**config.mk**
```make
export PLATFORM = sky130hd
export DESIGN_NAME = fft_reorder_8
export DESIGN_NICKNAME = d
export VERILOG_FILES = /design/src/rtl/fft_reorder_8.sv
export SDC_FILE = /design/constraint.sdc
export NUM_CORES = 1
export LEC_CHECK = 0
export CAP_MARGIN = 20
export CORE_MARGIN = 2
export CORE_UTILIZATION = 52
export CTS_BUF_LIST = sky130_fd_sc_hd__clkbuf_8
export DETAILED_ROUTE_END_ITERATION = 8
export PLACE_DENSITY = 0.69
export SETUP_SLACK_MARGIN = 0.05
export SLEW_MARGIN = 30
export SYNTH_ARGS = -nofsm -noshare
export SYNTH_HDL_FRONTEND = slang
export SYNTH_SLANG_ARGS = --single-unit
```
**constraint.sdc**
```tcl
create_clock -name clk -period 5.6 [get_ports clk]
set_clock_uncertainty 0.05 [all_clocks]
set_input_delay 0.84 -clock clk [delete_from_list [all_inputs] [get_ports clk]]
set_output_delay 0.84 -clock clk [all_outputs]
set_load 0.03 [all_outputs]
```
**src/rtl/fft_reorder_8.sv**
```systemverilog
// Ping-pong reorder buffer for an 8-point FFT. Bit-reversed input frames become
// natural-order output frames with valid/ready handshaking and a sticky overflow flag.
module fft_reorder_8 (
    input  logic       clk,
    input  logic       clear,
    input  logic       in_valid,
    input  logic       in_sof,
    input  logic [3:0] in_data,
    input  logic       out_ready,
    output logic       out_valid,
    output logic [3:0] out_data,
    output logic [2:0] out_index,
    output logic       out_last,
    output logic       overflow
);

    function automatic logic [2:0] bitrev3(input logic [2:0] v);
        bitrev3 = {v[0], v[1], v[2]};
    endfunction

    // Word address is {bank, offset}; bank 0 is words 0..7 and bank 1 is words 8..15.
    logic [3:0] mem_r [0:15];
    logic [1:0] full_r;
    logic       wr_bank_r;
    logic       rd_bank_r;
    logic [2:0] wr_cnt_r;
    logic [2:0] rd_cnt_r;
    logic       overflow_r;

    logic [2:0] k_s;
    logic       accept_s;
    logic       drop_s;
    logic       rd_fire_s;
    logic [1:0] full_s;

    // Write/read event decode and next full flags, all computed from pre-edge state.
    always_comb begin
        k_s       = in_sof ? 3'd0 : wr_cnt_r;
        accept_s  = in_valid && !full_r[wr_bank_r];
        drop_s    = in_valid && full_r[wr_bank_r];
        rd_fire_s = full_r[rd_bank_r] && out_ready;
        full_s    = full_r;
        // Read and write complete on different banks, so both updates can apply together.
        if (rd_fire_s && (rd_cnt_r == 3'd7)) begin
            full_s[rd_bank_r] = 1'b0;
        end else begin
            full_s = full_s;
        end
        if (accept_s && (k_s == 3'd7)) begin
            full_s[wr_bank_r] = 1'b1;
        end else begin
            full_s = full_s;
        end
    end

    // Buffer storage and pointer state. The synchronous clear takes priority over every event.
    always_ff @(posedge clk) begin
        if (clear) begin
            for (int i = 0; i < 16; i++) begin
                mem_r[i] <= 4'h0;
            end
            full_r     <= 2'b00;
            wr_bank_r  <= 1'b0;
            rd_bank_r  <= 1'b0;
            wr_cnt_r   <= 3'd0;
            rd_cnt_r   <= 3'd0;
            overflow_r <= 1'b0;
        end else begin
            full_r <= full_s;
            if (accept_s) begin
                mem_r[{wr_bank_r, bitrev3(k_s)}] <= in_data;
                wr_cnt_r <= k_s + 3'd1;
                if (k_s == 3'd7) begin
                    wr_bank_r <= ~wr_bank_r;
                end else begin
                    wr_bank_r <= wr_bank_r;
                end
            end else begin
                wr_cnt_r  <= wr_cnt_r;
                wr_bank_r <= wr_bank_r;
            end
            if (drop_s) begin
                overflow_r <= 1'b1;
            end else begin
                overflow_r <= overflow_r;
            end
            if (rd_fire_s) begin
                rd_cnt_r <= rd_cnt_r + 3'd1;
                if (rd_cnt_r == 3'd7) begin
                    rd_bank_r <= ~rd_bank_r;
                end else begin
                    rd_bank_r <= rd_bank_r;
                end
            end else begin
                rd_cnt_r  <= rd_cnt_r;
                rd_bank_r <= rd_bank_r;
            end
        end
    end

    // Output view; every output is decoded from registered state alone.
    always_comb begin
        out_valid = full_r[rd_bank_r];
        out_index = rd_cnt_r;
        overflow  = overflow_r;
        if (out_valid) begin
            out_data = mem_r[{rd_bank_r, rd_cnt_r}];
            out_last = (rd_cnt_r == 3'd7);
        end else begin
            out_data = 4'h0;
            out_last = 1'b0;
        end
    end

endmodule

```
==> results.md <==
- Status: complete, no violations
- #FFs+latches synth: 75
- DR WL/cell: between 15 and 20 um
- Tmin final: 3890 ps
- First-pass GRT wire length: between 10000 and 15000 um
- CP cell instances: mux4_1 -> mux4_2 -> and2_1 -> clkdlybuf4s50_1
- Largest net degree at the start of global routing: 32
- Adder-Cell Fraction of Synth Area: 1.02%
- Clock sink total: between 70 and 80
- CP Launch Type: register
- Largest family of logic cells by synthesized area: simple AND/OR/NAND/NOR gates
- Worst path required time: between 4000 and 5000 ps
- Placed instance area: 0.00391 mm^2
- Highest Clock Rate: 257 MHz
- Number of synthesized flops with an enable pin: 64
- Final instance area: 0.00412 mm^2
- Area of the die: 0.00773 mm^2
- Clk buf depth: 2
- Unique cell type count in the Yosys netlist: 36
- Clock Tree Root: clkbuf_8
- Worst path arrival time: ~3000 ps
- Max-cap viol count: 0
- Fillers: 531
- Crit path largest cell delay: 750 ps
- Cell row count: 30
- Die X-Extent: 87.9 um
- CTS tree: built
- Chip Height: 87.9 um
- RSZ-0062 raised after global routing: false
- Clock Latency Late Sink: approximately 350 ps
- P&R area growth vs syn: 12.5%
- Power Dens Cells: between 200 and 300 mW/mm^2
- Multiplexer share of the synthesized area: 11.9%
- Tot GR Track Use: 22.0%
- Post-CTS setup buffer count: 0
- Initial core utilization: 53.9%
- Share of the synthesized area in the top cell type: 52.5%
- Slew Limit Fails: 0
- Worst slack, placed: 2070 ps
- Synth Area in XOR/XNOR: 0.239%
- Vias in the first global route: roughly 2200
- HPWL Detailed: 5310 um
- Core box area: 0.00679 mm^2
- Tightest Hold Check Type: register to register
- Seq/Total Area, Yosys: 58.5%
- Critical Path Sink Type: output pin
- CP top delay family: multiplexers
- I/O Buffers: 18
- Mapped Area: approximately 0.0037 mm^2
- Final nets: 312
- Synth Instances: 286
- CTS Buf Count: 9
- Share of cells above drive strength 1: around 14%
- Syn_nets: 298
- Hold Vio Cnt, Final: 0
- Leakage: 1.51 nW
- Total gr overflow: 0
- Clk pin slew, worst setup/hold paths: approximately 80 ps
- Setup violators final: 0
- Post-route ant nets: 0
- Via density: 5.58
- Worst-Margin Slew: ~750 ps
- PnR worst setup slack: 1710 ps
- Synth Area in Simple Gates: around 22%
- Count leader, synth: and2_1
- Most common library cells after synthesis: and2_1, edfxtp_1, nor2_1
- Post-Route WL: 7450 um
- Maximum VDD drop: 154 uV
- Pwr Total: approximately 1.1 mW
- Gp weighted congestion: 0.829
- Relative slew slack: 49.9%
- Avg Cell Area, Syn: 12.8 um^2
- Ant. Diodes: 0
- Drt drc: 0
- Synth warn: 0
- Tcrit/Tclk final: 69.4%
- Synth Area in Compound Gates: under 10%
- IO Pins: 19
- CP Max Fanout: 11
- DR vias: ~2200
- Async SR Flop Fraction: 0%
- Synth top area cells: edfxtp_1, and2_1, dfxtp_1
- Slowest CP cell: dfxtp_1
- CP Class: register to output pin
- DR pass1 iterations: 4
- Worst Path Buf+Inv: 1
- Post-CTS sizing: 0
- Final Core Density: 60.7%
- Initial antenna violation count: 0
- H-tree Lvls: 3
- CTS Hold Buffers Added: 0
- Initial drt markers: 177
- Leading area contributor after synthesis: edfxtp_1
- Setup TNS: 0 ps
- Predominant post-synthesis flop cell: edfxtp_1
## flip-flops by register name, indices dropped and copies added, names as in the netlist
register / flops
mem_r: 64
out_index: 3
wr_cnt_r: 3
full_r: 2
overflow: 1
rd_bank_r: 1
wr_bank_r: 1
## path summary, 6_finish.rpt
check,end,cells past startpoint,from,slack (ps)
hold / removal,overflow$_SDFFE_PP0P_,2,overflow$_SDFFE_PP0P_,440
setup / recovery,out_data[2],4,out_index[0]$_SDFFE_PP0P_,1710
hold reg to reg,overflow$_SDFFE_PP0P_,2,overflow$_SDFFE_PP0P_,440
setup reg to reg,rd_bank_r$_SDFFE_PP0N_,6,out_index[0]$_SDFFE_PP0P_,3570
## placed cells by master (no fill, tap or decap)
master           synthesis  layout
a211oi_1                 1       1
a21oi_1                  4       4
a22oi_1                  2       2
a311oi_1                 2       2
a31oi_1                  1       1
a32oi_1                  3       3
and2_1                  67      67
buf_4                    0       2
bufinv_16                0       2
clkbuf_8                 0       9
clkdlybuf4s50_1          0      18
clkinv_2                 0       3
clkinv_4                 0       2
dfxtp_1                 11      11
edfxtp_1                64      64
ha_1                     3       3
inv_1                    2       2
mux2i_1                  9       9
mux4_1                   8       8
mux4_2                   6       6
nand2_1                 10      10
nand2b_1                 2       2
nand3_1                  6       6
nand3b_1                 2       2
nand4_1                  3       3
nand4bb_1                1       1
nor2_1                  29      29
nor2b_1                  3       3
nor3_1                   1       1
nor4b_1                  1       1
nor4bb_1                 1       1
o211ai_1                 3       3
o21ai_0                  3       3
o31a_1                   1       1
or2_2                   17      17
or3b_2                   1       1
or4b_2                   1       1
xor2_1                   1       1
## metrics by stage
stage,hold slack (ps),instances
after global routing,513,401
final,440,401
after CTS,448,401
after floorplan,434,286
after global placement,398,385
after detailed placement,428,385
## worst min-delay path: cells and delay by family, from the launching register on
family,cells,cell delay (ps)
flip-flops,1,330
AND/OR/NAND/NOR,1,80
AO/OA/AOI/OAI,1,40
## routing by layer
layer	global-route usage (%)	part of all wire, %	vias up
met2	34.4	48	52
met3	5.75	4.3	16
li1	-	-	1076
met1	29.8	46	1094
met5	0	0	-
met4	8.53	2.2	0
## cells by family (layout without fill, tap and decap cells)
group / Yosys count / after routing
multiplexers: 23 / 23
XOR/XNOR: 1 / 1
flip-flops: 75 / 75
buffers and inverters: 19 / 38
adder cells (fa/ha/maj): 3 / 3
AND/OR/NAND/NOR: 145 / 145
AO/OA/AOI/OAI: 20 / 20
## report_power, final
group,switching [mW],leakage (nW),internal [mW]
logic,0.0298,0.642,0.0201
registers,0.00748,0.750,0.622
clock network,0.205,0.113,0.250
## area by class of cell
| cell class | count | area [um^2] | area share, % |
|---|---|---|---|
| clock buffer | 9 | 124 | 3.00 |
| clock inverter | 7 | 92.6 | 2.25 |
| inverter | 2 | 7.51 | 0.182 |
| multi-input combinational | 192 | 1440 | 35.0 |
| sequential | 75 | 2140 | 52.0 |
| tap | 96 | 120 | 2.91 |
| timing repair buffer | 20 | 195 | 4.73 |
Note: power is estimated with default switching activity, not from simulation.
